--- src/rtl/uart_rx_if.sv ---
// Serial line and received-word outputs of uart_rx, plus a debug view of the receiver FSM state.
`timescale 1ns/1ps
interface uart_rx_if #(
  parameter int DATA_W = 8
);
  logic              i_rx;
  logic [DATA_W-1:0] o_data;
  logic              o_valid;
  logic              o_parity_err;
  logic              o_frame_err;
  logic              o_busy;
  logic [2:0]        dbg_state;

  // Strobe protocol, no ready: o_valid is a one-cycle pulse that cannot be stalled; o_data holds
  // until the next good frame, o_parity_err only qualifies o_valid, o_frame_err pulses on its own.
  modport master (
    output i_rx,
    input  o_data, o_valid, o_parity_err, o_frame_err, o_busy, dbg_state
  );
  modport slave (
    input  i_rx,
    output o_data, o_valid, o_parity_err, o_frame_err, o_busy, dbg_state
  );
endinterface

--- src/rtl/uart_rx.sv ---
// 16x-oversampling UART receiver: start-bit validation, mid-bit sampling, optional parity,
// one-cycle valid strobe with parity/frame error flags.
`timescale 1ns/1ps
module uart_rx #(
  parameter int DATA_W     = 8,
  parameter int BAUD_DIV   = 27,
  parameter bit PARITY_EN  = 1'b0,
  parameter bit PARITY_ODD = 1'b0
) (
  input  logic     i_clk,
  input  logic     i_rst_n,
  uart_rx_if.slave rx_if
);

  localparam int PW = (BAUD_DIV > 1) ? $clog2(BAUD_DIV) : 1;
  localparam int BW = $clog2(DATA_W + 1);
  localparam logic [PW-1:0] PRESC_MAX = PW'(BAUD_DIV - 1);
  localparam logic [BW-1:0] BITS_LAST = BW'(DATA_W - 1);

  typedef enum logic [2:0] {
    IDLE   = 3'd0,
    START  = 3'd1,
    DATA   = 3'd2,
    PARITY = 3'd3,
    STOP   = 3'd4,
    BREAK  = 3'd5
  } state_t;

  state_t            state_q, state_d;
  logic              rx_meta, rx_s, rx_prev;
  logic [PW-1:0]     presc;
  logic [3:0]        tick_cnt;
  logic [BW-1:0]     bit_cnt;
  logic [DATA_W-1:0] shreg;
  logic              par_mis;
  logic [DATA_W-1:0] data_q;
  logic              valid_q, perr_q, ferr_q;

  logic tick, fall, mid_start, mid_bit;

  assign tick      = (presc == PRESC_MAX);
  assign fall      = rx_prev & ~rx_s;
  assign mid_start = tick && (tick_cnt == 4'd7);
  assign mid_bit   = tick && (tick_cnt == 4'd15);

  always_ff @(posedge i_clk or negedge i_rst_n) begin
    if (!i_rst_n) state_q <= IDLE;
    else          state_q <= state_d;
  end

  always_comb begin
    state_d = state_q;
    unique case (state_q)
      IDLE:    if (fall) state_d = START;
      START:   if (mid_start) state_d = rx_s ? IDLE : DATA;
      DATA:    if (mid_bit && (bit_cnt == BITS_LAST)) state_d = PARITY_EN ? PARITY : STOP;
      PARITY:  if (mid_bit) state_d = STOP;
      STOP:    if (mid_bit) state_d = rx_s ? IDLE : BREAK;
      BREAK:   if (rx_s) state_d = IDLE;
      default: state_d = IDLE;
    endcase
  end

  always_ff @(posedge i_clk or negedge i_rst_n) begin
    if (!i_rst_n) begin
      rx_meta  <= 1'b1;
      rx_s     <= 1'b1;
      rx_prev  <= 1'b1;
      presc    <= '0;
      tick_cnt <= '0;
      bit_cnt  <= '0;
      shreg    <= '0;
      par_mis  <= 1'b0;
      data_q   <= '0;
      valid_q  <= 1'b0;
      perr_q   <= 1'b0;
      ferr_q   <= 1'b0;
    end else begin
      rx_meta <= rx_if.i_rx;
      rx_s    <= rx_meta;
      rx_prev <= rx_s;
      valid_q <= 1'b0;
      perr_q  <= 1'b0;
      ferr_q  <= 1'b0;

      // Restarting the oversample phase on the edge puts every sample a fixed tick count from it.
      if (state_q == IDLE && fall) begin
        presc    <= '0;
        tick_cnt <= '0;
      end else begin
        presc <= tick ? '0 : presc + 1'b1;
        if (state_q == START && mid_start) tick_cnt <= '0;
        else if (tick)                     tick_cnt <= tick_cnt + 4'd1;
      end

      case (state_q)
        IDLE: if (fall) par_mis <= 1'b0;
        START: if (mid_start) bit_cnt <= '0;
        DATA: if (mid_bit) begin
          shreg   <= {rx_s, shreg[DATA_W-1:1]};
          bit_cnt <= bit_cnt + 1'b1;
        end
        PARITY: if (mid_bit) par_mis <= rx_s ^ (^shreg) ^ PARITY_ODD;
        STOP: if (mid_bit) begin
          if (rx_s) begin
            data_q  <= shreg;
            valid_q <= 1'b1;
            perr_q  <= par_mis;
          end else begin
            ferr_q  <= 1'b1;
          end
        end
        default: ;
      endcase
    end
  end

  assign rx_if.o_data       = data_q;
  assign rx_if.o_valid      = valid_q;
  assign rx_if.o_parity_err = perr_q;
  assign rx_if.o_frame_err  = ferr_q;
  assign rx_if.o_busy       = (state_q != IDLE);
  assign rx_if.dbg_state    = state_q;

endmodule

--- src/flat_wrapper.sv ---
// flat-port wrapper written by rule: the top's interface ports become plain ports
module uart_rx_flat 
#(
  parameter int DATA_W     = 8,
  parameter int BAUD_DIV   = 27,
  parameter bit PARITY_EN  = 1'b0,
  parameter bit PARITY_ODD = 1'b0
)
  (i_clk, i_rst_n, rx_if_i_rx, rx_if_o_data, rx_if_o_valid, rx_if_o_parity_err, rx_if_o_frame_err, rx_if_o_busy, rx_if_dbg_state);
  uart_rx_if #(.DATA_W(DATA_W)) rx_if_i ();
  input  logic i_clk;
  input  logic i_rst_n;
  input wire logic [$bits(rx_if_i.i_rx)-1:0] rx_if_i_rx;
  output wire logic [$bits(rx_if_i.o_data)-1:0] rx_if_o_data;
  output wire logic [$bits(rx_if_i.o_valid)-1:0] rx_if_o_valid;
  output wire logic [$bits(rx_if_i.o_parity_err)-1:0] rx_if_o_parity_err;
  output wire logic [$bits(rx_if_i.o_frame_err)-1:0] rx_if_o_frame_err;
  output wire logic [$bits(rx_if_i.o_busy)-1:0] rx_if_o_busy;
  output wire logic [$bits(rx_if_i.dbg_state)-1:0] rx_if_dbg_state;
  assign rx_if_i.i_rx = rx_if_i_rx;
  assign rx_if_o_data = rx_if_i.o_data;
  assign rx_if_o_valid = rx_if_i.o_valid;
  assign rx_if_o_parity_err = rx_if_i.o_parity_err;
  assign rx_if_o_frame_err = rx_if_i.o_frame_err;
  assign rx_if_o_busy = rx_if_i.o_busy;
  assign rx_if_dbg_state = rx_if_i.dbg_state;
  uart_rx #(.DATA_W(DATA_W), .BAUD_DIV(BAUD_DIV), .PARITY_EN(PARITY_EN), .PARITY_ODD(PARITY_ODD)) u_core (.i_clk(i_clk), .i_rst_n(i_rst_n), .rx_if(rx_if_i));
endmodule
--- config.mk ---
export PLATFORM = sky130hd
export DESIGN_NAME = uart_rx_flat
export DESIGN_NICKNAME = d
export VERILOG_FILES = /design/src/rtl/uart_rx_if.sv /design/src/rtl/uart_rx.sv /design/src/flat_wrapper.sv
export SDC_FILE = /design/constraint.sdc
export NUM_CORES = 1
export LEC_CHECK = 0
export ABC_CLOCK_PERIOD_IN_PS = 1850
export BUFFER_PORTS_ARGS = -buffer_cell sky130_fd_sc_hd__buf_2
export CORE_ASPECT_RATIO = 2
export CORE_UTILIZATION = 52
export CTS_CLUSTER_DIAMETER = 100
export DETAILED_ROUTE_END_ITERATION = 16
export PLACE_DENSITY_LB_ADDON = 0.3
export SETUP_SLACK_MARGIN = 0.02
export SKIP_CTS_REPAIR_TIMING = 1
export SLEW_MARGIN = 20
export SYNTH_ARGS = -nofsm -noshare
export SYNTH_HDL_FRONTEND = slang
export SYNTH_SLANG_ARGS = --single-unit
--- constraint.sdc ---
create_clock -name i_clk -period 1.85 [get_ports i_clk]
set_clock_uncertainty 0.05 [all_clocks]
set_input_delay 0.0925 -clock i_clk [delete_from_list [all_inputs] [get_ports i_clk]]
set_output_delay 0.0925 -clock i_clk [all_outputs]
set_load 0.05 [all_outputs]
==> impl_metrics.csv <==
group,metric,value,unit
run_status,status,"finished, violations left",
run_status,failed_checks,"setup timing",
die,die_h,86.9,um
layout,final_nets,216,
global_routing,track_usage,0.220,
logic_synthesis,ys.flop_type,"dfrtp_1",
global_routing,grt_max_degree,26,
setup_path,critical_path.max_fanout,9,
global_routing,grt_pass1_vias,1408,
timing,fin_crit_sh,1.03,
timing,fmax,0.526,GHz
logic_synthesis,synth_adder_area_share,0.0267,
layout,regArea,983,sq um
clock_network,clock_latency,0.29,ns
logic_synthesis,ys_types,44,
placement,place_area,2130,sq um
power,p_leak,1.17,nW
clock_network,tritoncts,"yes",
logic_synthesis,netlist_area,1870,sq um
die,dieArea,3860,sq um
logic_synthesis,synth_top_family_by_area,"simple AND/OR/NAND/NOR gates",
setup_path,timing.rr.start,"u_core.presc[0]",
route,vias,1405,
logic_synthesis,yosysTopAreaCellShare,0.481,
setup_path,reg2regPathDepth,10,
power,power-per-cell-area,920,nW/um^2
timing,final_hold_viol_count,0,
logic_synthesis,ys_top_cells_by_area,"dfrtp_1, mux2_2, xnor2_1",
setup_path,crit_type,"reg2reg",
die,die_w,44.4,um
layout,nFillCells,231,
logic_synthesis,synth_compound_area_frac,0.0782,
logic_synthesis,async_reset_ff_frac,1.00,
route,dr.pass1.iters,4,
layout,multi_input_comb_area,891,sq um
setup_path,cp.required,1.96,ns
timing,min_period,1.90,ns
layout,diodes,0,
logic_synthesis,syn_nets,167,
layout,design_area,2380,sq um
placement,dp_hpwl,2900,um
die,fp-row-count,30,
logic_synthesis,syn_area_per_cell,11.7,sq um
route,wl_per_cell,16.3,um
logic_synthesis,synthMuxAreaShare,0.0956,
global_routing,overflow,0,
timing,rsz0062_at_grt,"yes",
die,start_util,0.548,
placement,place_congestion,0.955,
layout,areaGrowthSynthToFinish,27.1,%
setup_path,cp-end-kind,"register",
layout,final_util,0.697,
clock_network,clk_path_buf_depth,2,
logic_synthesis,yosysWarningCount,0,
route,routed_wl,4210,um
clock_network,clkTransAtPathRegs,0.08,ns
timing,setup_viol,17,
global_routing,antenna_found_initial,0,
route,viasPerCell,5.45,
route,drc,0,
logic_synthesis,yosys.area.top_type,"dfrtp_1",
logic_synthesis,ys_ff_latch,39,
clock_network,cts-htree-levels,2,
logic_synthesis,yosys.area_share.simple,0.172,
layout,fin_cells,258,
clock_network,clock-sinks,39,
setup_path,r2r_end,"u_core.shreg[7]",
die,io_pins,18,
logic_synthesis,synth-edff-count,0,
route,ant_nets,0,
timing,relSlewSlack,0.628,
logic_synthesis,syn_inst,160,
global_routing,grt_pass1_wl,6140,um
timing,worstMarginPinSlew,0.558,ns
timing,layout_setup_ws,-0.0496,ns
setup_path,ff2ff_setup_slack,-0.05,ns
timing,slew_viol_final,0,
job,maxCapViolations,0,
layout,layout-drive-gt1-share,0.414,
clock_network,cts_inserted_buffers,5,
placement,dp.cells,238,
route,drtIter0Drc,37,
die,core-area,3420,sq um
logic_synthesis,synth_xor_area_frac,0.0702,
worst_hold_path,worstHoldPathType,"in2async",
logic_synthesis,ys_seq_area_frac,0.523,
setup_path,worst_ep_arrival_time,2.01,ns
power,vdd_drop_max,0.753,mV
placement,io_buffers,17,
setup_path,crit_path_start_kind,"register",
clock_network,root_buffer,"clkbuf_8",
[stage by stage]
step           TNS, ns  setup slack (ns)  hold WS, ns  total power [mW]
4_1_cts          -1.24           -0.0883       -0.249              2.17
3_5_place_dp     -1.00           -0.0730       0.0611              1.54
5_1_grt          -2.30            -0.127        0.326              2.30
3_3_place_gp    -0.146           -0.0196       0.0575              1.51
6_report        -0.400           -0.0496        0.276              2.19
2_1_floorplan        0            0.0473       -0.253              1.36
[final cells by class]
type,count,share of cell area
well taps,48,0.0252
inverters,8,0.0126
clock buffers,8,0.0421
repair buffers,46,0.132
flip-flops and latches,39,0.413
multi-input cells,109,0.374
[worst max-delay path: stages, from the launching register on]
cell	delay [ns]
dfrtp_1	0.39
inv_1	0.07
ha_2	0.17
and4b_1	0.20
buf_6	0.13
buf_4	0.12
nand4_4	0.16
buf_4	0.21
buf_4	0.13
nand2_1	0.07
o21ai_0	0.08
[flip-flops by register name, indices dropped and copies added (netlist names)]
register,count
u_core.tick_cnt,4
u_core.rx_if.dbg_state,3
u_core.rx_if.o_valid,1
u_core.bit_cnt,4
u_core.rx_if.o_frame_err,1
u_core.par_mis,1
u_core.rx_if.o_data,8
u_core.rx_meta,1
u_core.shreg,8
u_core.rx_s,1
u_core.rx_if.o_parity_err,1
u_core.presc,5
u_core.rx_prev,1
[placed cells by master (no fill, tap or decap), types with 2 or more instances in the layout]
cell,count
buf_4,25
o21ai_0,2
nand2_1,10
ha_1,3
mux2_2,15
nor2_1,13
dfstp_2,3
inv_1,8
nand3_1,6
xor2_1,4
dfrtp_2,3
nand4_1,3
clkbuf_8,7
xnor2_1,11
buf_2,17
buf_6,2
a21o_1,2
dfrtp_1,33
nand4_4,3
o21ai_1,2
and2_1,2
and3_1,2
dlygate4sd3_1,2
a21oi_1,3
o22ai_1,2
[cell usage after synthesis (2+ instances only)]
cell type and instances:
nand4_1 3, nand2_1 11, a21o_1 2, nand3_1 7, nor2_1 14, and3_1 2, o21ai_1 2, inv_1 8
or3_1 2, a21oi_1 3, and2_1 2, dfrtp_1 36, mux2_2 15, dfstp_2 3, buf_2 3, o22ai_1 2
ha_1 4, xnor2_1 11, o21ai_0 2, xor2_1 4
[routing by layer]
layer  track usage  share of wire  wire [um]  up-vias
li1              -              -          -      657
met1         0.231           0.36       1530      694
met2         0.377           0.57       2420       42
met3        0.0498          0.023         98       12
met4         0.143          0.039        165        0
met5             0              0          0        -
[kinds of logic after synthesis]
| family | count (synthesis) |
|---|---|
| AND/OR/NAND/NOR | 55 |
| flip-flops | 39 |
| AO/OA/AOI/OAI | 18 |
| multiplexers | 16 |
| XOR/XNOR | 15 |
| buffers and inverters | 13 |
| adder cells (fa/ha/maj) | 4 |
[how the worst max path moves through the flow]
stage / from / end / slack, ns / cells past startpoint
4_1_cts: u_core.presc[0] / u_core.rx_if.o_data[3] / -0.09 / 8
3_3_place_gp: u_core.presc[0] / u_core.rx_if.o_data[0] / -0.02 / 8
5_1_grt: u_core.presc[0] / u_core.shreg[7] / -0.13 / 10
3_5_place_dp: u_core.presc[0] / u_core.rx_if.o_data[3] / -0.07 / 8
6_report: u_core.presc[0] / u_core.shreg[7] / -0.05 / 10
2_1_floorplan: u_core.rx_if.dbg_state[1] / u_core.shreg[4] / 0.05 / 5
[power by group]
group / switching (mW) / internal (mW)
clock network: 0.281 / 0.340
registers: 0.0751 / 0.939
logic: 0.313 / 0.242
total: 0.669 / 1.52
Note: power is estimated with default switching activity, not from simulation.
